`config.mk`:
```
export PLATFORM = sky130hd
export DESIGN_NAME = seven_segment_array
export DESIGN_NICKNAME = d
export VERILOG_FILES = /design/src/rtl/seven_segment_pkg.sv /design/src/rtl/seven_segment_encoder.sv /design/src/rtl/seven_segment_array.sv
export SDC_FILE = /design/constraint.sdc
export NUM_CORES = 1
export LEC_CHECK = 0
export CORE_UTILIZATION = 39
export CTS_BUF_LIST = sky130_fd_sc_hd__clkbuf_16
export DETAILED_ROUTE_END_ITERATION = 7
export REMOVE_ABC_BUFFERS = 1
export SYNTH_ARGS = -nofsm -noshare
export SYNTH_HDL_FRONTEND = slang
export SYNTH_SLANG_ARGS = --single-unit
export TNS_END_PERCENT = 5
```
`constraint.sdc`:
```
create_clock -name clock -period 6.93 [get_ports clock]
set_clock_uncertainty 0.2 [all_clocks]
set_input_delay 1.0395 -clock clock [delete_from_list [all_inputs] [get_ports clock]]
set_output_delay 1.0395 -clock clock [all_outputs]
set_load 0.03 [all_outputs]
```
`src/rtl/seven_segment_pkg.sv`:
```
// Shared constants, state encoding and sizing helpers for the seven-segment driver.
package seven_segment_pkg;

  // Active-low segment codes: bit0..bit6 = a..g, bit7 = dp (1 = off)
  localparam logic [7:0] SEG_0     = 8'b1100_0000;
  localparam logic [7:0] SEG_1     = 8'b1111_1001;
  localparam logic [7:0] SEG_2     = 8'b1010_0100;
  localparam logic [7:0] SEG_3     = 8'b1011_0000;
  localparam logic [7:0] SEG_4     = 8'b1001_1001;
  localparam logic [7:0] SEG_5     = 8'b1001_0010;
  localparam logic [7:0] SEG_6     = 8'b1000_0010;
  localparam logic [7:0] SEG_7     = 8'b1111_1000;
  localparam logic [7:0] SEG_8     = 8'b1000_0000;
  localparam logic [7:0] SEG_9     = 8'b1001_0000;
  localparam logic [7:0] SEG_BLANK = 8'b1111_1111;
  localparam logic [7:0] SEG_DASH  = 8'b1011_1111;

  typedef enum logic [1:0] {
    ST_IDLE   = 2'd0,
    ST_SHIFT  = 2'd1,
    ST_ENCODE = 2'd2
  } state_e;

  // Number of BCD nibbles needed to hold 2^width-1
  function automatic int bcd_digits(input int width);
    return (width * 3) / 10 + 1;
  endfunction

  // Width of a counter that can hold the value width
  function automatic int cnt_width(input int width);
    return $clog2(width + 1);
  endfunction

endpackage

```
`src/rtl/seven_segment_encoder.sv`:
```
// Combinational BCD nibble to active-low segment code (dp off).
module seven_segment_encoder
  import seven_segment_pkg::*;
(
  input  logic [3:0] nibble_i,
  output logic [7:0] seg_o
);

  // Table lookup; non-decimal nibbles cannot occur but display blank
  always_comb begin
    seg_o = SEG_BLANK;
    case (nibble_i)
      4'd0:    seg_o = SEG_0;
      4'd1:    seg_o = SEG_1;
      4'd2:    seg_o = SEG_2;
      4'd3:    seg_o = SEG_3;
      4'd4:    seg_o = SEG_4;
      4'd5:    seg_o = SEG_5;
      4'd6:    seg_o = SEG_6;
      4'd7:    seg_o = SEG_7;
      4'd8:    seg_o = SEG_8;
      4'd9:    seg_o = SEG_9;
      default: seg_o = SEG_BLANK;
    endcase
  end

endmodule

```
`src/rtl/seven_segment_array.sv`:
```
// Multi-digit seven-segment driver: iterative double-dabble binary to BCD,
// then per-digit encoding with leading-zero blanking, dp and overflow dashes.
//
// state     | meaning
// ----------+-----------------------------------------------------------
// ST_IDLE   | waiting for start; display holds last result
// ST_SHIFT  | one add-3/shift step per cycle, WIDTH steps in total
// ST_ENCODE | BCD final; register display and pulse done
module seven_segment_array
  import seven_segment_pkg::*;
#(
  parameter int WIDTH  = 16,
  parameter int DIGITS = 4
) (
  input  logic                  clock,
  input  logic                  reset_n,
  input  logic                  start,
  input  logic [WIDTH-1:0]      value,
  input  logic [DIGITS-1:0]     point,
  input  logic                  blank_zeros,
  output logic                  busy,
  output logic                  done,
  output logic [8*DIGITS-1:0]   display
);

  localparam int BCD_DIGITS = bcd_digits(WIDTH);
  localparam int BW         = 4 * BCD_DIGITS;
  localparam int CW         = cnt_width(WIDTH);

  state_e               state_q;
  logic [WIDTH-1:0]     bin_q;
  logic [BW-1:0]        bcd_q;
  logic [CW-1:0]        cnt_q;
  logic [DIGITS-1:0]    point_q;
  logic                 blank_q;
  logic                 busy_q;
  logic                 done_q;
  logic [8*DIGITS-1:0]  display_q;

  logic [BW-1:0]        bcd_adj;
  logic [BW+WIDTH-1:0]  shifted;
  logic [BW-1:0]        bcd_d;
  logic [WIDTH-1:0]     bin_d;
  logic [8*DIGITS-1:0]  display_d;
  logic                 ovf;
  logic                 seen;
  logic [7:0]           code;

  logic [3:0]           digit_nib [DIGITS];
  logic [7:0]           seg_code  [DIGITS];

  // Add 3 to every nibble >= 5 before the shift so it carries correctly
  always_comb begin
    bcd_adj = bcd_q;
    for (int i = 0; i < BCD_DIGITS; i++) begin
      if (bcd_q[4*i +: 4] >= 4'd5) begin
        bcd_adj[4*i +: 4] = bcd_q[4*i +: 4] + 4'd3;
      end
    end
  end

  assign shifted = {bcd_adj, bin_q} << 1;
  assign bcd_d   = shifted[BW+WIDTH-1:WIDTH];
  assign bin_d   = shifted[WIDTH-1:0];

  // Physical digits beyond the BCD width always read as zero
  for (genvar g = 0; g < DIGITS; g++) begin : g_digit
    if (g < BCD_DIGITS) begin : g_bcd
      assign digit_nib[g] = bcd_q[4*g +: 4];
    end else begin : g_zero
      assign digit_nib[g] = 4'd0;
    end
    seven_segment_encoder u_enc (
      .nibble_i (digit_nib[g]),
      .seg_o    (seg_code[g])
    );
  end

  // Overflow when any nibble that has no physical display is nonzero
  always_comb begin
    ovf = 1'b0;
    for (int i = DIGITS; i < BCD_DIGITS; i++) begin
      if (bcd_q[4*i +: 4] != 4'd0) ovf = 1'b1;
    end
  end

  // Scan from the top digit down; a digit is a leading zero until a nonzero
  // nibble or an enabled dp has been seen at or above it
  always_comb begin
    seen      = 1'b0;
    code      = SEG_BLANK;
    display_d = '1;
    for (int i = DIGITS - 1; i >= 0; i--) begin
      seen = seen | (digit_nib[i] != 4'd0) | point_q[i];
      code = seg_code[i];
      if (ovf) begin
        code = SEG_DASH;
      end else begin
        if (blank_q && !seen && (i != 0)) code = SEG_BLANK;
        if (point_q[i]) code[7] = 1'b0;
      end
      display_d[8*i +: 8] = code;
    end
  end

  // Conversion FSM with registered busy/done/display
  always_ff @(posedge clock) begin
    if (!reset_n) begin
      state_q   <= ST_IDLE;
      bin_q     <= '0;
      bcd_q     <= '0;
      cnt_q     <= '0;
      point_q   <= '0;
      blank_q   <= 1'b0;
      busy_q    <= 1'b0;
      done_q    <= 1'b0;
      display_q <= '1;
    end else begin
      done_q <= 1'b0;
      case (state_q)
        ST_IDLE: begin
          if (start) begin
            bin_q   <= value;
            point_q <= point;
            blank_q <= blank_zeros;
            bcd_q   <= '0;
            cnt_q   <= CW'(WIDTH);
            busy_q  <= 1'b1;
            state_q <= ST_SHIFT;
          end
        end
        ST_SHIFT: begin
          bcd_q <= bcd_d;
          bin_q <= bin_d;
          cnt_q <= cnt_q - CW'(1);
          if (cnt_q == CW'(1)) state_q <= ST_ENCODE;
        end
        ST_ENCODE: begin
          display_q <= display_d;
          done_q    <= 1'b1;
          busy_q    <= 1'b0;
          state_q   <= ST_IDLE;
        end
        default: state_q <= ST_IDLE;
      endcase
    end
  end

  assign busy    = busy_q;
  assign done    = done_q;
  assign display = display_q;

endmodule

```
==> impl_metrics.env, run 1 <==
export IMPL_overflow=0
export IMPL_cts_tree="done"
export IMPL_relSlewSlack=0.3536
export IMPL_async_flop_share=0
export IMPL_worst_hold_slack_ns=0.2391
export IMPL_syn_avg_cell_area_um2=8.793
export IMPL_final_setup_tns_ns=0
export IMPL_ant_nets=0
export IMPL_arrival_ns=4.04
export IMPL_cp_start_kind="primary input"
export IMPL_postCtsHoldBufs=0
export IMPL_synthMostInstantiatedCell="dfxtp_1"
export IMPL_post_cts_setup_buffers=0
export IMPL_htree_levels=3
export IMPL_synth_top_cells_by_count="110 x dfxtp_1, 92 x nand2_1, 38 x o21ai_0, 36 x a21oi_1, 35 x ha_1"
export IMPL_n_antenna_cell=0
export IMPL_setup_violations_final=0
export IMPL_synthCells=578
export IMPL_cp_startpoint="start"
export IMPL_status="completed"
export IMPL_slew_viol_final=0
export IMPL_leakage_uw=0.002398
export IMPL_rows=41
export IMPL_syn_to_final_growth_pct=19.05
export IMPL_yosysSeqAreaShare=0.4333
export IMPL_grt_pass1_vias=4193
export IMPL_final_layout_size_suffix_gt1_frac=0.06070
export IMPL_cts_resized=0
export IMPL_routed_via_density=5.400
export IMPL_ys_warn_count=0
export IMPL_gp_congestion=0.8525
export IMPL_synth_seq_cells=110
export IMPL_initial_utilization=0.4011
export IMPL_cp_data_required_time_ns=6.96
export IMPL_first_pass_iters=4
export IMPL_ios=58
export IMPL_worstHoldPathType="register to register"
export IMPL_io_buffers=57
export IMPL_worstPathMaxFanout=21
export IMPL_max_cap_violations=0
export IMPL_first_iter_violations=152
export IMPL_cts_root_buf="clkbuf_16"
export IMPL_yosysTopAreaCell="dfxtp_1"
export IMPL_synth_edf_count=0
export IMPL_die_h_um=116.2
export IMPL_hp_start="bin_q[6]$_SDFFE_PN0N_"
export IMPL_vdd_ir_drop_max_uv=126.6
export IMPL_die_area_mm2=0.01349
export IMPL_nets=680
export IMPL_fillCellCount=1226
export IMPL_synth_top_cell_area_share=0.4333
export IMPL_wl_per_cell_um=15.30
export IMPL_end_kind="register"
export IMPL_max_freq_mhz=249.7
export IMPL_synth_ff_type="dfxtp_1"
export IMPL_period_needed_ns=4.005
export IMPL_p_per_area_mw_per_mm2=216.0
export IMPL_ys_types=62
export IMPL_worst_pin_slew_ns=0.9668
export IMPL_yosys_top_cells_area="dfxtp_1 43%, ha_1 8.6%, nand2_1 6.8%"
export IMPL_clk_pin_slew_ns=0.07
export IMPL_cts_sinks=110
export IMPL_timing_final_crit_share=0.5779
export IMPL_rsz0062_at_grt="false"
export IMPL_grt_usage=0.1974
export IMPL_cts_made_buffers=9
export IMPL_hold_viol=0
export IMPL_drt_total_wl_um=12210
export IMPL_coreArea_mm2=0.01267
export IMPL_grt_max_degree=34
export IMPL_vias=4309
export IMPL_antenna_found_initial=0
export IMPL_cts_path_max_buffers=2
export IMPL_grt_pass1_wl_um=20360
export IMPL_drc_errors=0
export IMPL_clock_latency_ns=0.36
export IMPL_criticalPathCategory="primary input to register"
export IMPL_netlist_area_mm2=0.005082
export IMPL_place_hpwl_um=8636
export IMPL_r2r_start="state_q[0]$_SDFFE_PN0P_"
export IMPL_die_width_um=116.2
[flip-flops by register name (all words and copies together), names as in the netlist]
| register | cells |
|---|---|
| done | 1 |
| cnt_q | 5 |
| blank_q | 1 |
| g_digit.u_enc.seg_o | 28 |
| display | 32 |
| bin_q | 16 |
| busy | 1 |
| bcd_q | 20 |
| point_q | 4 |
| state_q | 2 |
[path summary, 6_finish.rpt]
path / end / slack (ns) / depth (start not counted)
worst max-delay path: g_digit[0].u_enc.seg_o[3]$_DFF_P_ / 2.93 / 9
worst min-delay path: bin_q[7]$_SDFFE_PN0N_ / 0.24 / 2
worst max register to register: g_digit[2].u_enc.seg_o[3]$_DFF_P_ / 3.51 / 5
worst min register to register: bin_q[7]$_SDFFE_PN0N_ / 0.24 / 2
[routing by layer]
| layer | up-vias | part of all wire | track usage |
|---|---|---|---|
| li1 | 2163 | - | - |
| met1 | 2034 | 0.46 | 0.2427 |
| met2 | 96 | 0.47 | 0.3321 |
| met3 | 16 | 0.040 | 0.03425 |
| met4 | 0 | 0.024 | 0.1017 |
| met5 | - | 0 | 0 |
[report_power, final]
group	total (uW)	internal [uW]	leakage, uW	switching, uW
registers	677	656	0.000893	20.5
clock network	499	274	0.000143	224
logic	132	51.8	0.00136	79.9
[layout by cell type (no fill, tap or decap), types with 8 or more instances in the layout]
master,synthesis,routed
o31ai_1,11,11
nand3_1,14,14
dfxtp_1,110,110
clkdlybuf4s50_1,0,56
o21ai_0,38,38
nor2_1,17,17
nor3_1,8,8
a22oi_1,10,10
ha_1,35,35
clkbuf_16,0,9
o22ai_1,29,29
a21oi_1,36,36
inv_1,27,29
nand2_1,92,92
[metrics by stage]
| stage | area (um^2) | util | total power [uW] | std cells | setup WS (ns) |
|---|---|---|---|---|---|
| 4_1_cts | 6051 | 0.4775 | 1319 | 798 | 2.971 |
| 5_1_grt | 6051 | 0.4775 | 1363 | 798 | 2.686 |
| 3_5_place_dp | 5768 | 0.4552 | 822.0 | 782 | 2.601 |
| 6_report | 6051 | 0.4775 | 1307 | 798 | 2.925 |
| 2_1_floorplan | 4955 | - | 762.6 | 549 | 3.883 |
| 3_3_place_gp | 5768 | 0.4552 | 820.6 | 782 | 2.655 |
[worst max-delay path, cell delays in order]
cell	delay, ns
clkdlybuf4s50_1	0.62
o21bai_4	0.51
and2_1	0.79
nand2_1	0.14
o21ai_0	0.24
inv_1	0.17
ha_1	0.23
a21oi_1	0.19
a21oi_1	0.10
[area by class of cell]
cell class	count	area, um^2	area share
tap	172	215.2	0.03557
clock inverter	7	57.56	0.009512
inverter	35	133.9	0.02213
clock buffer	9	225.2	0.03722
multi-input combinational	404	2621	0.4332
sequential	110	2202	0.3639
timing repair buffer	61	595.6	0.09843
[logic make-up (layout without fill, tap and decap cells)]
kind of cell    after synthesis  after routing  share of synthesized area
compound gates              179            179                     0.2400
xor+xnor                      7              7                    0.01206
fa+ha+maj                    35             35                    0.08616
buf+inv                      64            112                    0.05145
flops                       110            110                     0.4333
mux                           1              1                   0.001970
simple gates                182            182                     0.1750
(Power assumes the default switching activity.)
==> run 2, diff against run 1 <==
- clock period: 6.93 -> 3.4 ns (I/O delays scaled with it)
==> impl_metrics.env, run 2 (same netlist as run 1, synthesis figures left out) <==
export IMPL_vdd_ir_drop_max_uv=293.7
export IMPL_hold_viol=0
export IMPL_worstPathMaxFanout=7
export IMPL_place_hpwl_um=8959
export IMPL_final_layout_size_suffix_gt1_frac=0.07547
export IMPL_rows=41
export IMPL_criticalPathCategory="register to register"
export IMPL_dpl_cell_area_mm2=0.005843
export IMPL_die_width_um=116.2
export IMPL_r2r_slack_ns=0.51
export IMPL_ant_nets=0
export IMPL_rr_worst_depth=8
export IMPL_cts_resized=0
export IMPL_cp_start_kind="register"
export IMPL_overflow=0
export IMPL_cts_path_max_buffers=2
export IMPL_leakage_uw=0.002460
export IMPL_die_area_mm2=0.01349
export IMPL_final_setup_tns_ns=0
export IMPL_arrival_ns=2.93
export IMPL_r2r_start="bcd_q[5]$_SDFFE_PN0N_"
export IMPL_io_buffers=57
export IMPL_coreArea_mm2=0.01267
export IMPL_antenna_found_initial=0
export IMPL_worstHoldPathType="register to register"
export IMPL_routed_via_density=5.448
export IMPL_grt_usage=0.1967
export IMPL_setup_violations_final=0
export IMPL_relSlewSlack=0.3740
export IMPL_first_pass_iters=4
export IMPL_critPathBufInv=1
export IMPL_finalWorstSetupSlack_ns=0.5061
export IMPL_most_common_layout_cells="110 x dfxtp_1, 92 x nand2_1, 56 x clkdlybuf4s50_1"
export IMPL_multiInputGateArea_mm2=0.002621
export IMPL_drt_total_wl_um=12470
export IMPL_grt_pass1_wl_um=20380
export IMPL_cp_startpoint="bcd_q[5]$_SDFFE_PN0N_"
export IMPL_largest_register_ffs=32
export IMPL_postCtsHoldBufs=0
export IMPL_first_iter_violations=277
export IMPL_crit_chain="inv_1 > ha_1 > nand2b_1 > a21oi_1 > o31ai_2 > or2_2 > ha_1 > o311a_1"
export IMPL_wl_per_cell_um=15.44
export IMPL_cts_made_buffers=9
export IMPL_max_freq_mhz=345.6
export IMPL_period_needed_ns=2.894
export IMPL_p_per_area_mw_per_mm2=448.7
export IMPL_htree_levels=3
export IMPL_rsz0062_at_grt="false"
export IMPL_r2r_end="g_digit[1].u_enc.seg_o[3]$_DFF_P_"
export IMPL_post_cts_setup_buffers=0
export IMPL_fillCellCount=1228
export IMPL_cts_root_buf="clkbuf_16"
export IMPL_vias=4402
export IMPL_final_common_cell="dfxtp_1"
export IMPL_status="completed"
export IMPL_end_kind="register"
export IMPL_design_area_mm2=0.006151
export IMPL_fin_cells=808
export IMPL_max_cap_violations=0
export IMPL_grt_pass1_vias=4048
export IMPL_clk_pin_slew_ns=0.06
export IMPL_worst_pin_slew_ns=0.9259
export IMPL_placed_cells=792
export IMPL_cp_data_required_time_ns=3.44
export IMPL_ios=58
export IMPL_nets=690
export IMPL_post_place_ws_ns=0.4270
export IMPL_drc_errors=0
export IMPL_initial_utilization=0.4011
export IMPL_syn_to_final_growth_pct=21.02
export IMPL_slew_viol_final=0
export IMPL_crit_end="g_digit[1].u_enc.seg_o[3]$_DFF_P_"
export IMPL_register_area_mm2=0.002202
export IMPL_worst_hold_slack_ns=0.2392
export IMPL_clock_latency_ns=0.35
export IMPL_gp_congestion=0.8186
export IMPL_n_antenna_cell=0
export IMPL_timing_final_crit_share=0.8511
export IMPL_cpMostUsedCell="ha_1"
export IMPL_critPathSlowestCell="a21oi_1"
export IMPL_cts_tree="done"
export IMPL_cts_sinks=110
export IMPL_critPathTopFamily="compound AO/OA/AOI/OAI gates"
export IMPL_grt_max_degree=30
export IMPL_die_h_um=116.2
export IMPL_max_stage_delay_ns=0.54
export IMPL_cp_depth=8
## run 2: per-stage QoR
| stage | utilization | power (uW) |
|---|---|---|
| after floorplan | - | 1554 |
| after global placement | 0.4611 | 1690 |
| after detailed placement | 0.4611 | 1695 |
| after CTS | 0.4854 | 2789 |
| after global routing | 0.4854 | 2871 |
| final | 0.4854 | 2760 |
## run 2: report_power, final
| part | internal (uW) | leakage (uW) | switching [uW] |
|---|---|---|---|
| registers | 1340 | 0.000893 | 41.5 |
| logic | 120 | 0.00141 | 170 |
| clock network | 635 | 0.000157 | 457 |
| total | 2090 | 0.00246 | 668 |
## run 2: worst min-delay path by stage
stage / start / to / slack (ns) / depth (start not counted)
final: g_digit[3].u_enc.seg_o[2]$_DFF_P_ / display[26]$_SDFFE_PN1P_ / 0.24 / 2
after global routing: g_digit[1].u_enc.seg_o[4]$_DFF_P_ / display[12]$_SDFFE_PN1P_ / 0.26 / 2
after CTS: g_digit[3].u_enc.seg_o[2]$_DFF_P_ / display[26]$_SDFFE_PN1P_ / 0.24 / 2
after detailed placement: g_digit[3].u_enc.seg_o[2]$_DFF_P_ / display[26]$_SDFFE_PN1P_ / 0.23 / 2
after global placement: g_digit[3].u_enc.seg_o[2]$_DFF_P_ / display[26]$_SDFFE_PN1P_ / 0.22 / 2
after floorplan: bin_q[9]$_SDFFE_PN0N_ / bin_q[10]$_SDFFE_PN0N_ / 0.22 / 2
## run 2: area by class of cell
type | instances | area share
Timing Repair Buffer | 71 | 0.1090
Inverter | 35 | 0.02177
Multi-Input combinational cell | 404 | 0.4262
Clock inverter | 7 | 0.01343
Tap cell | 172 | 0.03499
Sequential cell | 110 | 0.3580
Clock buffer | 9 | 0.03662
## run 2: routing by layer
| layer | GRT usage | wire [um] | share of wire |
|---|---|---|---|
| met4 | 0.05812 | 176 | 0.014 |
| met2 | 0.3210 | 5807 | 0.47 |
| met3 | 0.05293 | 616 | 0.049 |
| met1 | 0.2549 | 5871 | 0.47 |
| met5 | 0 | 0 | 0 |
## run 2: tightest hold or removal path, delay by kind of cell, from the launching register on
family / cells / cell delay [ns]
flops: 1 / 0.31
simple gates: 1 / 0.05
compound gates: 1 / 0.05
==> run 3, diff against run 2 <==
- SETUP_SLACK_MARGIN: not set -> 0.3
- TNS_END_PERCENT: 5 -> 100
==> results of run 3 <==
The final DEF is identical to that of run 2; final timing and power are the same.
